===== src/rtl/multicycle_control.sv =====
// Main control FSM for the multicycle RV32I subset core.
// Sequences fetch, decode, execute, memory access and writeback, stalls on the
// memory ready handshake and abandons an access that waits too long.
//
// Memory handshake: in FETCH, MEM_READ and MEM_WRITE the request strobe
// (oMemRead / oMemWrite) is held for as long as the state lasts. The access
// completes in the cycle iMemReady is sampled high, and the FSM leaves the
// state at the next rising edge. iMemReady is ignored in every other state.

module multicycle_control #(
    parameter int WAIT_LIMIT = 15
) (
    input  logic       iCLK,
    input  logic       iRST,
    input  logic [6:0] iOpcode,
    input  logic       iZero,
    input  logic       iMemReady,
    output logic       oPCWrite,
    output logic       oPCWriteCond,
    output logic       oIorD,
    output logic       oMemRead,
    output logic       oMemWrite,
    output logic       oIRWrite,
    output logic       oMemtoReg,
    output logic       oRegWrite,
    output logic       oALUSrcA,
    output logic [1:0] oALUSrcB,
    output logic [1:0] oALUOp,
    output logic [1:0] oPCSource,
    output logic       oIllegal,
    output logic       oBusErr,
    output logic [3:0] oState
);

    // State codes are visible on oState, so they are fixed explicitly.
    typedef enum logic [3:0] {
        S_FETCH     = 4'd0,
        S_DECODE    = 4'd1,
        S_EXEC_R    = 4'd2,
        S_EXEC_I    = 4'd3,
        S_MEM_ADDR  = 4'd4,
        S_MEM_READ  = 4'd5,
        S_MEM_WB    = 4'd6,
        S_MEM_WRITE = 4'd7,
        S_BRANCH    = 4'd8,
        S_JAL       = 4'd9,
        S_ALU_WB    = 4'd10
    } state_t;

    // Supported major opcodes.
    localparam logic [6:0] OPC_RTYPE  = 7'b0110011;
    localparam logic [6:0] OPC_ITYPE  = 7'b0010011;
    localparam logic [6:0] OPC_LOAD   = 7'b0000011;
    localparam logic [6:0] OPC_STORE  = 7'b0100011;
    localparam logic [6:0] OPC_BRANCH = 7'b1100011;
    localparam logic [6:0] OPC_JAL    = 7'b1101111;

    // ALU control selector encodings.
    localparam logic [1:0] ALU_ADD = 2'b00;
    localparam logic [1:0] ALU_SUB = 2'b01;
    localparam logic [1:0] ALU_ANY = 2'b10;

    // Operand B select encodings.
    localparam logic [1:0] SRCB_RS2  = 2'b00;
    localparam logic [1:0] SRCB_FOUR = 2'b01;
    localparam logic [1:0] SRCB_IMM  = 2'b10;

    // PC source encodings.
    localparam logic [1:0] PCSRC_ALU    = 2'b00;
    localparam logic [1:0] PCSRC_ALUOUT = 2'b01;
    localparam logic [1:0] PCSRC_JUMP   = 2'b10;

    // The counter only has to reach WAIT_LIMIT-1; keep at least one bit so a
    // disabled timeout still elaborates cleanly.
    localparam int         CW         = (WAIT_LIMIT > 1) ? $clog2(WAIT_LIMIT + 1) : 1;
    localparam bit         TIMEOUT_EN = (WAIT_LIMIT != 0);
    localparam logic [CW-1:0] LIMIT_M1 = (WAIT_LIMIT > 0) ? CW'(WAIT_LIMIT - 1) : '0;
    localparam logic [CW-1:0] CNT_MAX  = '1;

    state_t          r_state;
    logic [CW-1:0]   r_wait_cnt;
    logic            r_illegal;
    logic            r_bus_err;

    state_t          w_next_state;
    logic            w_in_wait;
    logic            w_timeout;
    logic            w_decode_illegal;
    logic            w_unused_zero;

    // iZero gates oPCWriteCond in the datapath; the FSM itself never needs it.
    assign w_unused_zero = iZero;

    // A wait state is any state that holds a memory request open.
    assign w_in_wait = (r_state == S_FETCH) || (r_state == S_MEM_READ) ||
                       (r_state == S_MEM_WRITE);

    // Timeout fires on the WAIT_LIMIT-th consecutive not-ready cycle; a ready
    // in that same cycle wins and lets the access complete.
    assign w_timeout = TIMEOUT_EN && w_in_wait && !iMemReady &&
                       (r_wait_cnt == LIMIT_M1);

    // Decode-time classification of unsupported opcodes.
    always_comb begin
        w_decode_illegal = 1'b1;
        case (iOpcode)
            OPC_RTYPE, OPC_ITYPE, OPC_LOAD, OPC_STORE, OPC_BRANCH, OPC_JAL:
                w_decode_illegal = 1'b0;
            default:
                w_decode_illegal = 1'b1;
        endcase
    end

    // Next-state selection.
    always_comb begin
        w_next_state = S_FETCH;
        case (r_state)
            S_FETCH: begin
                if (iMemReady)      w_next_state = S_DECODE;
                else                w_next_state = S_FETCH;
            end
            S_DECODE: begin
                case (iOpcode)
                    OPC_RTYPE:             w_next_state = S_EXEC_R;
                    OPC_ITYPE:             w_next_state = S_EXEC_I;
                    OPC_LOAD, OPC_STORE:   w_next_state = S_MEM_ADDR;
                    OPC_BRANCH:            w_next_state = S_BRANCH;
                    OPC_JAL:               w_next_state = S_JAL;
                    default:               w_next_state = S_FETCH;
                endcase
            end
            S_EXEC_R:       w_next_state = S_ALU_WB;
            S_EXEC_I:       w_next_state = S_ALU_WB;
            // The instruction register still holds the opcode, so it picks
            // between the read and write paths here.
            S_MEM_ADDR: begin
                if (iOpcode == OPC_STORE) w_next_state = S_MEM_WRITE;
                else                      w_next_state = S_MEM_READ;
            end
            S_MEM_READ: begin
                if (iMemReady)      w_next_state = S_MEM_WB;
                else if (w_timeout) w_next_state = S_FETCH;
                else                w_next_state = S_MEM_READ;
            end
            S_MEM_WB:       w_next_state = S_FETCH;
            S_MEM_WRITE: begin
                if (iMemReady)      w_next_state = S_FETCH;
                else                w_next_state = S_MEM_WRITE;
                if (!iMemReady && w_timeout) w_next_state = S_FETCH;
            end
            S_BRANCH:       w_next_state = S_FETCH;
            S_JAL:          w_next_state = S_FETCH;
            S_ALU_WB:       w_next_state = S_FETCH;
            default:        w_next_state = S_FETCH;
        endcase
    end

    // State register, wait counter and the two registered event pulses.
    always_ff @(posedge iCLK) begin
        if (iRST) begin
            r_state    <= S_FETCH;
            r_wait_cnt <= '0;
            r_illegal  <= 1'b0;
            r_bus_err  <= 1'b0;
        end else begin
            r_state   <= w_next_state;
            r_illegal <= (r_state == S_DECODE) && w_decode_illegal;
            r_bus_err <= w_timeout;
            // Outside wait states the count is always zero, which is what
            // makes every entry into a wait state start from a clean count.
            // With the timeout disabled the count saturates instead of wrapping.
            if (w_in_wait && !iMemReady && !w_timeout) begin
                if (r_wait_cnt != CNT_MAX)
                    r_wait_cnt <= r_wait_cnt + 1'b1;
            end else begin
                r_wait_cnt <= '0;
            end
        end
    end

    // Moore decode of the datapath controls; only the FETCH completion
    // controls additionally look at the ready handshake.
    always_comb begin
        oPCWrite     = 1'b0;
        oPCWriteCond = 1'b0;
        oIorD        = 1'b0;
        oMemRead     = 1'b0;
        oMemWrite    = 1'b0;
        oIRWrite     = 1'b0;
        oMemtoReg    = 1'b0;
        oRegWrite    = 1'b0;
        oALUSrcA     = 1'b0;
        oALUSrcB     = SRCB_RS2;
        oALUOp       = ALU_ADD;
        oPCSource    = PCSRC_ALU;
        case (r_state)
            S_FETCH: begin
                oMemRead = 1'b1;
                oIorD    = 1'b0;
                if (iMemReady) begin
                    oIRWrite  = 1'b1;
                    oPCWrite  = 1'b1;
                    oALUSrcA  = 1'b0;
                    oALUSrcB  = SRCB_FOUR;
                    oALUOp    = ALU_ADD;
                    oPCSource = PCSRC_ALU;
                end
            end
            S_DECODE: begin
                // Precompute the branch target into ALUOut.
                oALUSrcA = 1'b0;
                oALUSrcB = SRCB_IMM;
                oALUOp   = ALU_ADD;
            end
            S_EXEC_R: begin
                oALUSrcA = 1'b1;
                oALUSrcB = SRCB_RS2;
                oALUOp   = ALU_ANY;
            end
            S_EXEC_I: begin
                oALUSrcA = 1'b1;
                oALUSrcB = SRCB_IMM;
                oALUOp   = ALU_ANY;
            end
            S_MEM_ADDR: begin
                oALUSrcA = 1'b1;
                oALUSrcB = SRCB_IMM;
                oALUOp   = ALU_ADD;
            end
            S_MEM_READ: begin
                oMemRead = 1'b1;
                oIorD    = 1'b1;
            end
            S_MEM_WB: begin
                oRegWrite = 1'b1;
                oMemtoReg = 1'b1;
            end
            S_MEM_WRITE: begin
                oMemWrite = 1'b1;
                oIorD     = 1'b1;
            end
            S_BRANCH: begin
                oALUSrcA     = 1'b1;
                oALUSrcB     = SRCB_RS2;
                oALUOp       = ALU_SUB;
                oPCWriteCond = 1'b1;
                oPCSource    = PCSRC_ALUOUT;
            end
            S_JAL: begin
                oPCWrite  = 1'b1;
                oPCSource = PCSRC_JUMP;
                oRegWrite = 1'b1;
                oMemtoReg = 1'b0;
            end
            S_ALU_WB: begin
                oRegWrite = 1'b1;
                oMemtoReg = 1'b0;
            end
            default: begin
                // Unused codes drive nothing and fall back to FETCH.
            end
        endcase
    end

    assign oIllegal = r_illegal;
    assign oBusErr  = r_bus_err;
    assign oState   = r_state;

endmodule

===== config.mk =====
export PLATFORM = sky130hd
export DESIGN_NAME = multicycle_control
export DESIGN_NICKNAME = d
export VERILOG_FILES = /design/src/rtl/multicycle_control.sv
export SDC_FILE = /design/constraint.sdc
export NUM_CORES = 1
export LEC_CHECK = 0
export ABC_AREA = 1
export CORE_ASPECT_RATIO = 1.2
export CORE_MARGIN = 2
export CORE_UTILIZATION = 42
export CTS_BUF_LIST = sky130_fd_sc_hd__clkbuf_2
export CTS_CLUSTER_DIAMETER = 200
export DETAILED_ROUTE_END_ITERATION = 7
export PLACE_DENSITY = 0.83
export SLEW_MARGIN = 10
export SYNTH_ARGS = -nofsm -noshare
export SYNTH_HDL_FRONTEND = slang
export SYNTH_SLANG_ARGS = --single-unit

===== constraint.sdc =====
create_clock -name iCLK -period 1.2 [get_ports iCLK]
set_input_delay 0.24 -clock iCLK [delete_from_list [all_inputs] [get_ports iCLK]]
set_output_delay 0.24 -clock iCLK [all_outputs]
set_load 0.1 [all_outputs]

==> results of run 1 <==
[synthesized netlist by cell type]
cell / number
a211oi_2: 1
a21oi_1: 2
nor3_1: 4
o21ai_0: 5
nand4_1: 1
mux2i_1: 1
inv_1: 24
dfxtp_1: 10
nand3b_1: 1
buf_4: 2
nand2_1: 27
ha_1: 2
nand3_1: 10
nor2_1: 24
xor2_1: 1
nand4_2: 1
nor2_4: 1
[per-stage QoR]
stage / TNS [ns] / area, sq um
after global placement: -2.566 / 1549
after detailed placement: -4.741 / 1549
after floorplan: -8.208 / 880.8
[cells by family after synthesis]
| kind of cell | count (synthesis) | share of synthesized area |
|---|---|---|
| simple gates | 69 | 0.4299 |
| buf+inv | 26 | 0.1511 |
| flops | 10 | 0.2878 |
| compound gates | 8 | 0.06834 |
| fa+ha+maj | 2 | 0.03597 |
| xor+xnor | 1 | 0.01259 |
| mux | 1 | 0.01439 |
==> results.cfg, run 1 <==
[placement]
finalWeightedCongestion = 0.8433
dp_slack_ns = -0.4131
dp_hpwl_um = 2801
dp_cells = 184
place.port_buffers = 30

[clock_network]
cts_buffers = 3
clock_sinks = 10
clockRootBuffer = clkbuf_2
htree_levels = 1
cts_resized = 36
cts_setup_buffers = 2
cts_buffer_depth = 2
hold_buffers = 0

[die]
start_util = 0.4344
num_rows = 16
num_io_pins = 32
die_h_um = 48.58
die_w_um = 41.15

[synth]
yosys.area.top_type = dfxtp_1
synth_top_area_share = 0.2878
avgSynthCellArea_sq_um = 5.946
syn-num-nets = 130
ys_types = 17
synth_area_leaders = dfxtp_1, nand2_1, inv_1, nor2_1, nand3_1
syn_area_sq_um = 695.7
ys_warn_count = 0
ys_ff_latch = 10
seq_area_frac_synth = 0.2878
syn-instance-count = 117

[run_status]
tool.error = [ERROR DPL-0038] Utilization greater than 100%, impossible to legalize
haltStage = clock tree synthesis (4_1_cts)
status = stopped before the end
==> run 2, diff against run 1 <==
CORE_AREA = 2 2 63 65   (was not set)
CORE_ASPECT_RATIO = not set   (was 1.2)
CORE_MARGIN = not set   (was 2)
CORE_UTILIZATION = not set   (was 42)
CTS_BUF_LIST = not set   (was sky130_fd_sc_hd__clkbuf_2)
CTS_CLUSTER_DIAMETER = not set   (was 200)
DIE_AREA = 0 0 65 67   (was not set)
PLACE_DENSITY = not set   (was 0.83)
PLACE_DENSITY_LB_ADDON = 0.15   (was not set)
==> run 2 against run 1 <==
Net effect: the flow now finishes, with violations (setup timing); synthesized cell count stayed put; synthesized area stayed put.
==> results.cfg, run 2 <==
[run_status]
status = finished, violations left
violations = setup timing

[sta]
max_freq_ghz = 0.6533
setup_viol = 23
maxSlewViolCount = 0
rsz0062_at_grt = yes
fin_skew_ns = 0.003388
post-route-period-util = 1.276
fin_crit_ns = 1.531
whs_ns = 0.4358
hold_viol = 0
slew_headroom = 0.8258
setup_ws_ns = -0.3308
max_slew.worst_pin.slew_ns = 0.2594

[cells_and_area]
diodes = 0
layout-drive-gt1-share = 0.6011
areaGrowthSynthToFinish_pct = 171.0
layout_common_cells = buf_4, buf_12, inv_1
final_common_cell = buf_4
final_nets = 197
stdcell_count = 231

[clock_network]
cts_tree = done
clockRootBuffer = clkbuf_8
htree_levels = 1
clock_sinks = 10
cts_buffers = 3
cts_buffer_depth = 2
hold_buffers = 0
clk_latency_ns = 0.24
path_clk_slew_ns = 0.05

[power]
seqPwrFrac = 0.286
p_comb_frac = 0.350
ir_worst_vdd_v = 0.0003435
clockPowerShare = 0.364
power.total_w = 0.001192
power_density_nw_per_um2 = 632.1
p_leak_nw = 0.8409
sw_frac_of_total = 0.3329
internal_power_w = 0.0007951
p_sw_w = 0.0003968

[synth]
yosys.area.top_type = dfxtp_1
ys_ff_latch = 10
avgSynthCellArea_sq_um = 5.946
synth_adder_area_share = 0.03597
syn-num-nets = 130
synth-edff-count = 0
synth_top_area_share = 0.2878
synth_top_family_by_area = simple AND/OR/NAND/NOR gates
seq_area_frac_synth = 0.2878
synthXorXnorAreaFrac = 0.01259
yosys_most_used_dff = dfxtp_1
synthSimpleGateAreaFrac = 0.4299
syn-instance-count = 117
synth_most_common_cell = nand2_1
synthMuxAreaShare = 0.01439
syn_area_sq_um = 695.7
ys_warn_count = 0
synthArstFlopShare = 0
synth-compound-area-share = 0.06835
synthTopCellsByCount = nand2_1, inv_1, nor2_1
ys_types = 17
synth_area_leaders = dfxtp_1, nand2_1, inv_1, nor2_1, nand3_1

[die]
die_h_um = 67
die_w_um = 65
num_io_pins = 32
start_util = 0.1929
die_area_sq_um = 4355
core_area_sq_um = 3606
num_rows = 22

[detailed_routing]
route.detailed.vias_per_inst = 4.087
drtIter0Drc = 19
route.met2.wl_um = 1355
drc = 0
wl_per_cell_um = 10.24
routed.top_layer = met4
wl_met3_um = 106
drt-pass1-iter-count = 5
wl_um = 2366
vias = 944
ant_nets = 0
wl_met1_um = 856

[global_route]
overflow = 0
grt_pass1_vias = 983
antenna_found_initial = 0
grt_max_degree = 7
grt_first_pass_wirelength_um = 4105
grt.total_usage = 0.1205

[setup_path]
crit_slowest_cell = dfxtp_4
required_ns = 0.96
critPathTopFamily = buffers and inverters
crit_type = register to output port
crit_path_start_kind = register
crit_arrival_ns = 1.29
cp_max_fo = 3
cp-end-kind = output port
cp_slowest_stage_delay_ns = 0.38
crit_chain = inv_4 -> nor2_4 -> inv_2 -> nor2_4 -> buf_12 -> buf_12
path_buf_inv = 4

[run]
maxCapViolCount = 0

[worst_hold_path]
hold_path_class = primary input to register

[placement]
dp_cells = 214
dp_hpwl_um = 1916
place.port_buffers = 30
finalWeightedCongestion = 0.7941
-- run 2: cell counts after synthesis --
No cell type changed its count.
-- run 2: kinds of logic (layout without fill, tap and decap cells) --
logic type,count (synthesis),after routing
xor gates and xnor gates,1,1
buffers and inverters,26,92
adders and majority gates,2,2
DFF,10,10
muxes,1,1
and+or+nand+nor,69,69
AOI/OAI and AO/OA,8,8
-- run 2: cell type report --
cell class | instances | area, sq um
Inverter | 24 | 107.6
Fill cell | 326 | 1720
Sequential cell | 10 | 215.2
Timing Repair Buffer | 64 | 823.3
Tap cell | 48 | 60.06
Clock buffer | 4 | 55.05
Multi-Input combinational cell | 81 | 624.3
-- run 2: worst paths after layout --
kind	start	to	slack, ns	cells after the start
setup / recovery	oState[3]	oPCSource[0]	-0.33	6
hold / removal	iOpcode[5]	oState[0]	0.44	6
setup reg to reg	oState[2]	oState[2]	-0.16	10
hold reg to reg	r_wait_cnt[2]	r_wait_cnt[2]	0.54	2
-- run 2: power groups by stage --
| stage | Clock (W) | Combinational [W] | Sequential, W |
|---|---|---|---|
| floorplan | 0 | 0.000194 | 0.000377 |
| global placement | 0 | 0.000366 | 0.000348 |
| detailed placement | 0 | 0.000371 | 0.000348 |
| CTS | 0.000442 | 0.000395 | 0.000340 |
| global route | 0.000468 | 0.000439 | 0.000340 |
| finish | 0.000434 | 0.000418 | 0.000340 |
-- run 2: metal layers --
metal / global-route usage / up-vias
met5: 0 / -
met1: 0.1223 / 426
met3: 0.01858 / 5
li1: - / 491
met4: 0.06383 / 0
met2: 0.2345 / 22
-- run 2: what timing repair did --
action / CTS / global route
pin swaps: 8 / 14
gates resized for setup: 19 / 19
endpoints found under the setup margin: 19 / 26
setup buffers: 6 / 7
endpoints found under the hold margin: 0 / 0
cloned: 0 / 0
-- run 2: tightest hold or removal path, cell delays in order --
cell            delay, ns
dlymetal6s2s_1       0.11
nor2_1               0.06
nand2_1              0.05
o21ai_0              0.07
nand2_1              0.06
a21oi_1              0.05
-- run 2: stage by stage --
stage               instance area, sq um  worst slack (ns)  utilization  setup TNS [ns]
finish                              1886           -0.3308       0.5229          -4.745
global route                        1886           -0.3994       0.5229          -6.412
CTS                                 1760           -0.3542       0.4882          -4.563
detailed placement                  1599           -0.3001       0.4434          -2.962
global placement                    1599           -0.2561       0.4434          -2.772
floorplan                          880.8           -0.7168            -          -8.208
Power figures use the tool's default switching activity.
